`config.mk`:
```
export PLATFORM = sky130hd
export DESIGN_NAME = clkdiv_ctrl
export DESIGN_NICKNAME = d
export VERILOG_FILES = /design/src/rtl/clkdiv_ctrl.sv
export SDC_FILE = /design/constraint.sdc
export NUM_CORES = 1
export LEC_CHECK = 0
export CORE_ASPECT_RATIO = 1.25
export CORE_MARGIN = 8
export CORE_UTILIZATION = 50
export DETAILED_ROUTE_END_ITERATION = 10
export HOLD_SLACK_MARGIN = 0.02
export PLACE_DENSITY = 0.79
export RECOVER_POWER = 100
export SKIP_LAST_GASP = 1
export SYNTH_ARGS = -nofsm -noshare
export SYNTH_HDL_FRONTEND = slang
export SYNTH_SLANG_ARGS = --single-unit
```
`constraint.sdc`:
```
create_clock -name clk_in -period 8.6 [get_ports clk_in]
set_clock_uncertainty 0.05 [all_clocks]
set_input_delay 1.72 -clock clk_in [delete_from_list [all_inputs] [get_ports clk_in]]
set_output_delay 1.72 -clock clk_in [all_outputs]
set_load 0.03 [all_outputs]
```
`src/rtl/clkdiv_ctrl.sv`:
```
// Run-time controller for the counter-based clock divider: start/stop sequencing,
// glitch-free divisor changes at period boundaries, tick and near-50% clock outputs.
module clkdiv_ctrl #(
  parameter int               WIDTH       = 28,
  parameter logic [WIDTH-1:0] DEFAULT_DIV = 28'd50000000
) (
  input  logic             clk_in,
  input  logic             reset,
  input  logic             start,
  input  logic             stop,
  input  logic             div_valid,
  input  logic [WIDTH-1:0] div_data,
  output logic             div_ready,
  input  logic             err_clr,
  output logic             tick,
  output logic             clk_out,
  output logic             running,
  output logic [WIDTH-1:0] div_active,
  output logic             err
);

  localparam logic [WIDTH-1:0] ZERO_C = {WIDTH{1'b0}};
  localparam logic [WIDTH-1:0] ONE_C  = {{(WIDTH-1){1'b0}}, 1'b1};

  typedef enum logic [1:0] {
    ST_IDLE  = 2'd0,
    ST_RUN   = 2'd1,
    ST_DRAIN = 2'd2
  } state_t;

  state_t           state_r, state_s;
  logic [WIDTH-1:0] cnt_r, cnt_s;
  logic [WIDTH-1:0] div_s;
  logic [WIDTH-1:0] pend_val_r, pend_val_s;
  logic             pend_r, pend_s;
  logic             err_s;
  logic             run_now_s, boundary_s, xfer_s, legal_s;
  logic             run_next_s, tick_s, clk_s;

  // Decode current-cycle conditions from registered state.
  always_comb begin
    run_now_s  = (state_r != ST_IDLE);
    boundary_s = run_now_s && (cnt_r == (div_active - ONE_C));
    xfer_s     = div_valid && div_ready;
    legal_s    = (div_data > ONE_C);
  end

  // Next-state logic; a stop seen on the boundary itself ends the run there.
  always_comb begin
    state_s = state_r;
    case (state_r)
      ST_IDLE: begin
        if (start && !stop) state_s = ST_RUN;
        else                state_s = ST_IDLE;
      end
      ST_RUN: begin
        if (stop && boundary_s) state_s = ST_IDLE;
        else if (stop)          state_s = ST_DRAIN;
        else                    state_s = ST_RUN;
      end
      ST_DRAIN: begin
        if (boundary_s)          state_s = ST_IDLE;
        else if (start && !stop) state_s = ST_RUN;
        else                     state_s = ST_DRAIN;
      end
      default: state_s = ST_IDLE;
    endcase
  end

  // Counter, divisor staging and error flag.
  always_comb begin
    cnt_s      = ZERO_C;
    div_s      = div_active;
    pend_s     = pend_r;
    pend_val_s = pend_val_r;
    err_s      = err;
    if (run_now_s && !boundary_s) cnt_s = cnt_r + ONE_C;
    else                          cnt_s = ZERO_C;
    // A pending divisor holds div_ready low, so it never collides with a new transfer.
    if (boundary_s && pend_r) begin
      div_s  = pend_val_r;
      pend_s = 1'b0;
    end else if (xfer_s && legal_s && !run_now_s) begin
      div_s = div_data;
    end else if (xfer_s && legal_s) begin
      pend_s     = 1'b1;
      pend_val_s = div_data;
    end else begin
      pend_s = pend_r;
    end
    if (xfer_s && !legal_s) err_s = 1'b1;
    else if (err_clr)       err_s = 1'b0;
    else                    err_s = err;
  end

  // Outputs are decoded from next-cycle values so they leave the block registered.
  always_comb begin
    run_next_s = (state_s != ST_IDLE);
    tick_s     = run_next_s && (cnt_s == (div_s - ONE_C));
    clk_s      = run_next_s && (cnt_s < {1'b0, div_s[WIDTH-1:1]});
  end

  // State and output registers.
  always_ff @(posedge clk_in or posedge reset) begin
    if (reset) begin
      state_r    <= ST_IDLE;
      cnt_r      <= ZERO_C;
      div_active <= DEFAULT_DIV;
      pend_r     <= 1'b0;
      pend_val_r <= ZERO_C;
      err        <= 1'b0;
      div_ready  <= 1'b1;
      tick       <= 1'b0;
      clk_out    <= 1'b0;
      running    <= 1'b0;
    end else begin
      state_r    <= state_s;
      cnt_r      <= cnt_s;
      div_active <= div_s;
      pend_r     <= pend_s;
      pend_val_r <= pend_val_s;
      err        <= err_s;
      div_ready  <= !pend_s;
      tick       <= tick_s;
      clk_out    <= clk_s;
      running    <= run_next_s;
    end
  end

endmodule

```
* Word-level counts from Yosys, hierarchy flattened
Index checks and enable logic that the tools add are counted.
Storage, ports and cells: bits in registers 92, bits of input ports 34, logic and storage cells 56
Cells by class: add/subtract/negate cells 3, magnitude comparators 2, equal/unequal tests 4, mux-type cells 14, bitwise gates (word level) 2, reductions and logical operators 21
Operator list (number):
- 2-to-1 mux 28 bit | 3
- equality test 28 bit | 2
- subtractor 28 x 1 -> 28 bit, second input constant | 2
- adder 28 x 1 -> 28 bit, second input constant | 1
- > comparator 28 x 1 -> 1 bit, second input constant | 1
- < comparator 28 x 27 -> 1 bit | 1
- logical AND 1 bit | 11
- 2-to-1 mux 2 bit | 4
- 2-to-1 mux 1 bit | 6
- case mux 2 bit (3 select lines) | 1
- nonzero test 2 bit | 3
- zero test 1 bit | 5
- AND reduction 3 bit | 1
- equality test 2 x 1 -> 1 bit, second input constant | 1
- equality test 2 bit, second input constant | 1
- zero test 2 bit | 1
- NOT 1 bit | 2

* Logic depth before layout (Yosys ltp)
Gate-level depths: netlist of the first run.
depth in word-level cells 8, depth in mapped cells 27

* Worst setup path before layout of the first run
No wires, ideal clock.
path kind in2reg, start point input port div_data[10], end point register tick, library setup time 0.096 ns, arrival time 5.912 ns, data required time 8.454 ns, setup slack 2.543 ns, stages 17, path through or3_1 -> or3_1 -> o31ai_1 -> buf_2 -> buf_4 -> mux2_2 -> mux2i_1 -> ha_1 -> buf_2 -> nand2_1 -> mux2i_1 -> nand4_1 -> or4b_1 -> o211a_1 -> a211oi_1 -> o2111ai_1 -> nor4_2
Between the ends: word-level cells in the longest chain between the ends 8
RTL lines:
- start, declared | RTL line 12 | input logic [WIDTH-1:0] div_data,
- > comparator 28 x 1 -> 1 bit | RTL line 45 | legal_s = (div_data > ONE_C);
- logical AND 1 bit (2 in series) | RTL line 83 | end else if (xfer_s && legal_s && !run_now_s) begin
- 2-to-1 mux 28 bit * | RTL line 83
- 2-to-1 mux 28 bit * | RTL line 80 | if (boundary_s && pend_r) begin
- subtractor 28 x 1 -> 28 bit * | RTL line 99 | tick_s = run_next_s && (cnt_s == (div_s - ONE_C));
- equality test 28 bit * | RTL line 99
- logical AND 1 bit * | RTL line 99
- net tick_s | RTL line 38 | logic run_next_s, tick_s, clk_s;
- end signal, assigned | RTL line 124 | tick <= tick_s;
- end, declared | RTL line 15 | output logic tick,
The timed path passes the listed nets; every way through them passes the cells marked *. A chain may end at the register's enable or synchronous reset.

* Worst setup path in the final report of the first run
Ends and elaborated chain as after synthesis.

==> flow_summary_export.csv, run 1 <==
group,metric,value,unit
cts,numCtsBuffers,9,
die,core-area,14400,um2
critical_path,worstPathCellList,"dlygate4sd3_1 -> or3_1 -> or3_1 -> o31ai_1 -> buf_4 -> mux2_2 -> mux2i_1 -> nand4_1 -> or4b_1 -> o211a_1 -> a211oi_1 -> o2111ai_1 -> nor4_1",
final_layout,nets,927,
placed_design,placed_area,8110,um2
die,die-area,19000,um2
die,pin_count,67,
die,num_rows,49,
placed_design,portBuffers,66,
route,ant_nets,0,
pwr,power_frac_comb,0.495,
cts,clock_latency,0.35,ns
timing,final_max_slew_viol_count,119,
pwr,p_sw,1.22,mW
final_layout,fin_util,0.580,
synthesis,synth_edf_count,0,
synthesis,synth_seq_cells,92,
cts,hold_buffers,0,
route,drt_iter0_markers,437,
job,maxCapViolations,3,
cts,clkTransAtPathRegs,0.07,ns
timing,hold_violations,0,
timing,finalCriticalPeriod,6.92,ns
final_layout,stdcell_area,8360,um2
cts,htreeDepth,3,
status,status,"finished with violations",
timing,rsz0062_at_grt,"no",
final_layout,syn2layout_area_growth,13.0,%
die,initial_core_util,0.514,
synthesis,yosysWarnings,0,
pwr,p_clk_frac,0.170,
cts,cts_sinks,92,
global_routing,grt_pass1_vias,6289,
timing,fmax,145,MHz
synthesis,synth_top_area_share,0.267,
final_layout,fin_cells,1047,
route,viasPerCell,6.12,
timing,tightest_slew,3.21,ns
final_layout,drive_gt1_frac,0.101,
global_routing,grt_max_degree,61,
timing,tns,0,ns
timing,whs,0.458,ns
route,drc,0,
worst_hold_path,hold_class,"reg2reg",
route,dr_total_vias,6404,
synthesis,syn_inst,826,
die,die_y,152,um
cts,cts_tree,"built",
pwr,pwr-share-seq,0.335,
global_routing,grt_usage,0.215,
pwr,swShare,0.460,
placed_design,numPlacedInstances,1031,
synthesis,synth_common_cells,"dfrtp_1, nor2_1, nand2_1, xnor2_1, xor2_1",
critical_path,crit_path_max_fanout,45,
final_layout,fillers,1204,
pwr,total_power,2.64,mW
synthesis,avgSynthCellArea,8.96,um2
timing,maxSlewHeadroom,-1.14,
critical_path,slowest_stage,"o31ai_1",
placed_design,hpwl,16100,um
critical_path,crit_required,8.78,ns
timing,period_share,0.805,
critical_path,crit_path_frequent_cell,"or3_1",
timing,fin_ws,1.68,ns
critical_path,end_kind,"register",
synthesis,synth_most_common_cell,"dfrtp_1",
synthesis,synthFlopType,"dfrtp_1",
synthesis,syn_area,7400,um2
synthesis,synth_cell_type_count,79,
synthesis,ys_seq_area_frac,0.313,
synthesis,syn_nets,889,
critical_path,cp-start-kind,"input pin",
pwr,peakVddDrop,0.148,mV
critical_path,path_class,"in2reg",
global_routing,grt_pass1_wl,33400,um
global_routing,overflow,0,
cts,cts_resized,0,
global_routing,antenna_found_initial,0,
critical_path,slowest_delay,0.84,ns
pwr,internal-power,1.43,mW
cts,post_cts_buffers,0,
die,die_w,125,um
pwr,p_per_area,316,nW/um2
route,wirelength,20800,um
route,dr.pass1.iters,5,
synthesis,yosys-top-cells-area,"dfrtp_1, xnor2_1, mux2_2, mux2i_1, xor2_1",
critical_path,arrival,7.10,ns
pwr,p_leak,3.69,nW
cts,clockRootBuffer,"clkbuf_16",
synthesis,synth_top_area_cell,"dfrtp_1",
critical_path,critPathBufInv,2,
critical_path,cp_top_family,"simple AND/OR/NAND/NOR gates",
route,wire_per_inst,19.9,um
synthesis,async_flop_share,1.00,
placed_design,post-place-ws,2.11,ns
timing,setup_viol,0,
status,violations,"max-capacitance violations, max-slew violations",
placed_design,gp_congestion,0.995,
critical_path,ff2ff_setup_slack,1.87,ns
final_layout,insertedDiodeCount,0,
cts,ctsLongestPathBuffers,2,
## state kept, by name (all words and copies together) (netlist names)
name        cells
err             1
running         1
tick            1
pend_val_r     28
pend_r          1
div_active     28
div_ready       1
cnt_r          28
clk_out         1
state_r         2
## path summary, 6_finish.rpt
check,end,depth (start not counted),from
setup reg to reg,clk_out,22,div_active[0]
hold reg to reg,pend_val_r[27],1,pend_val_r[27]
max in group asynchronous,state_r[0],3,reset
setup / recovery,tick,13,div_data[10]
hold / removal,pend_val_r[27],1,pend_val_r[27]
min in group asynchronous,pend_val_r[18],2,reset
## layout make-up
type / count / area, um2 / area share
multi-input combinational: 651 / 4650 / 0.557
sequential: 92 / 2320 / 0.277
timing repair buffer: 70 / 679 / 0.0812
clock buffer: 11 / 253 / 0.0302
tap: 178 / 223 / 0.0266
inverter: 40 / 151 / 0.0181
clock inverter: 5 / 83.8 / 0.0100
## layer usage
layer,up-vias,global-route usage,routed length [um],part of all wire
li1,3043,-,-,-
met5,-,0,0,0
met3,48,0.0285,1420,0.068
met4,0,0.0960,688,0.033
met1,3064,0.287,8930,0.43
met2,249,0.341,9740,0.47
## cell families (layout without fill, tap and decap cells)
| logic type | Yosys count | count (layout) | synth area share |
|---|---|---|---|
| compound gates | 125 | 125 | 0.115 |
| simple gates | 317 | 317 | 0.228 |
| fa+ha+maj | 29 | 29 | 0.0490 |
| flops | 92 | 92 | 0.313 |
| mux | 83 | 83 | 0.126 |
| xor+xnor | 97 | 97 | 0.118 |
| buf+inv | 83 | 126 | 0.0514 |
## worst register-to-register path, stage by stage, from the launching register on
cell,delay (ns)
dfrtp_1,0.50
inv_1,0.10
ha_1,0.29
nor4b_1,0.43
nand4b_1,0.38
or4_1,0.57
o32ai_1,0.19
o21bai_1,0.16
nor4_1,0.61
or2_0,1.21
nor2_1,0.43
ha_1,0.35
a21o_1,0.15
a21o_1,0.17
a21oi_1,0.13
o21ai_0,0.10
a21oi_1,0.15
o21ai_0,0.08
a21oi_1,0.15
nor2b_1,0.05
o21ai_0,0.14
nand3_1,0.10
a21oi_1,0.16
## power groups by stage
stage | Combinational (mW) | Sequential [mW] | Clock (mW)
2_1_floorplan | 0.906 | 0.868 | 0
3_3_place_gp | 1.32 | 0.884 | 0
3_5_place_dp | 1.34 | 0.888 | 0
4_1_cts | 1.34 | 0.880 | 0.455
5_1_grt | 1.42 | 0.907 | 0.474
6_report | 1.31 | 0.885 | 0.449
## placed cells by master, fill, tap and decap left out, drive strengths merged, types with 19 or more instances in the layout
cell           instances
a21oi                 19
nand3                 25
mux2i                 43
inv                   38
o21ai                 36
xnor2                 54
xor2                  42
ha                    29
nor4                  29
mux2                  40
nor2                  68
nor3                  34
dlygate4sd3           35
dfrtp                 79
nand2                 66
clkdlybuf4s50         31
Note: power is estimated with default switching activity, not from simulation.
==> run 2: changes to the inputs <==
==> constraint.sdc (replaced) <==
create_clock -name clk_in -period 7.3 [get_ports clk_in]
set_clock_uncertainty 0.05 [all_clocks]
set_input_delay 1.46 -clock clk_in [delete_from_list [all_inputs] [get_ports clk_in]]
set_output_delay 1.46 -clock clk_in [all_outputs]
set_load 0.03 [all_outputs]
==> flow_summary_export.csv, run 2 (same netlist as run 1, synthesis figures left out) <==
group,metric,value,unit
timing,period_share,0.843,
die,die_w,125,um
worst_hold_path,hold_class,"reg2reg",
timing,fin_ws,1.14,ns
die,num_rows,49,
critical_path,ff2ff_setup_slack,1.14,ns
final_layout,syn2layout_area_growth,13.1,%
route,ant_nets,0,
cts,clock_latency,0.34,ns
timing,finalCriticalPeriod,6.16,ns
critical_path,crit_required,7.51,ns
critical_path,crit_path_start,"div_active[0]",
final_layout,top_regs,"cnt_r: 28 flops, div_active: 28 flops, pend_val_r: 28 flops",
critical_path,r2r_start,"div_active[0]",
die,pin_count,67,
critical_path,timing.rr.end,"clk_out",
final_layout,nets,929,
cts,htreeDepth,3,
final_layout,register_area,2320,um2
status,violations,"max-capacitance violations, max-slew violations",
global_routing,grt_usage,0.218,
cts,hold_buffers,0,
placed_design,portBuffers,66,
cts,cts_resized,0,
pwr,peakVddDrop,0.200,mV
die,core-area,14400,um2
global_routing,grt_pass1_vias,6406,
die,initial_core_util,0.514,
route,dr.pass1.iters,7,
route,wirelength,20900,um
pwr,p_per_area,370,nW/um2
die,die_y,152,um
timing,maxSlewHeadroom,-0.782,
timing,fmax,162,MHz
critical_path,path_class,"reg2reg",
placed_design,hpwl,16300,um
route,dr_total_vias,6500,
route,viasPerCell,6.20,
cts,post_cts_buffers,0,
timing,hold_violations,0,
cts,ctsLongestPathBuffers,2,
critical_path,cp-endpoint,"clk_out",
cts,cts_sinks,92,
placed_design,post-place-ws,1.15,ns
placed_design,gp_congestion,0.984,
critical_path,reg2regPathDepth,21,
route,wire_per_inst,19.9,um
pwr,total_power,3.10,mW
critical_path,arrival,6.37,ns
global_routing,grt_pass1_wl,33900,um
final_layout,drive_gt1_frac,0.104,
global_routing,antenna_found_initial,0,
timing,tns,0,ns
route,drt_iter0_markers,495,
final_layout,insertedDiodeCount,0,
global_routing,grt_max_degree,56,
timing,rsz0062_at_grt,"no",
status,status,"finished with violations",
cts,numCtsBuffers,9,
timing,setup_viol,0,
job,maxCapViolations,3,
cts,clockRootBuffer,"clkbuf_16",
timing,final_max_slew_viol_count,126,
route,drc,0,
timing,tightest_slew,2.67,ns
cts,clkTransAtPathRegs,0.07,ns
cts,cts_tree,"built",
critical_path,end_kind,"register",
global_routing,overflow,0,
critical_path,cp-start-kind,"register",
final_layout,layout_common_cells,"dfrtp_1, nor2_1, nand2_1, xnor2_1, xor2_1",
final_layout,multi_input_area,4670,um2
final_layout,fillers,1256,
die,die-area,19000,um2
critical_path,crit_path_max_fanout,55,
final_layout,final_common_cell,"dfrtp_1",
pwr,p_leak,3.70,nW
[run 2: changes by cell type in the layout (fill, tap and decap cells not counted), sizes merged]
| cell | previous run | this run |
|---|---|---|
| clkinvlp | 3 | 1 |
| clkinv | 2 | 3 |
| clkbuf | 14 | 13 |
| inv | 38 | 40 |
| buf | 1 | 3 |
[run 2: cell type report]
type                    count  area share
repair buffers             72      0.0830
inverters                  40      0.0181
well taps                 178      0.0266
clock buffers              10      0.0274
multi-input cells         651       0.558
flip-flops and latches     92       0.277
clock inverters             6      0.0105
[run 2: through the flow]
stage          hold WS (ns)  cells  instance area, um2  utilization
4_1_cts               0.469   1049                8440        0.586
5_1_grt               0.483   1049                8370        0.581
3_3_place_gp          0.434   1033                8130        0.564
6_report              0.462   1049                8370        0.581
2_1_floorplan         0.425    826                7400            -
3_5_place_dp          0.454   1033                8130        0.564
[run 2: critical path, stage by stage (launching register included)]
cell and delay [ns]:
dfrtp_1 0.50, inv_1 0.10, ha_1 0.29, nor4b_1 0.40
nand4b_1 0.39, or4_1 0.58, o32ai_1 0.23, o21ai_0 0.14
or4_1 0.73, buf_4 0.41, o21ai_0 0.66, ha_1 0.37
a21o_1 0.16, a21oi_1 0.12, o21ai_0 0.09, a21oi_1 0.14
o21ai_0 0.08, a21oi_1 0.15, nor2b_1 0.05, o21ai_0 0.14
nand3_1 0.09, a21oi_1 0.14
[run 2: where the power goes]
part           total (mW)  switching, mW  internal [mW]
registers            1.05          0.341          0.705
clock network       0.504          0.203          0.301
logic                1.54          0.887          0.657
[run 2: worst min path at each step]
stage                         startpoint        endpoint  slack [ns]  cells past startpoint
after global placement    pend_val_r[27]  pend_val_r[27]        0.43                      1
after CTS                 pend_val_r[27]  pend_val_r[27]        0.47                      1
after floorplan           pend_val_r[27]  pend_val_r[27]        0.43                      1
final                     pend_val_r[24]  pend_val_r[24]        0.46                      1
after detailed placement  pend_val_r[27]  pend_val_r[27]        0.45                      1
after global routing      pend_val_r[24]  pend_val_r[24]        0.48                      1
[run 2: per-layer routing]
metal / GRT usage / up-vias / share of wire
li1: - / 3055 / -
met4: 0.106 / 0 / 0.032
met1: 0.288 / 3144 / 0.43
met2: 0.348 / 255 / 0.47
met3: 0.0265 / 46 / 0.062
met5: 0 / - / 0
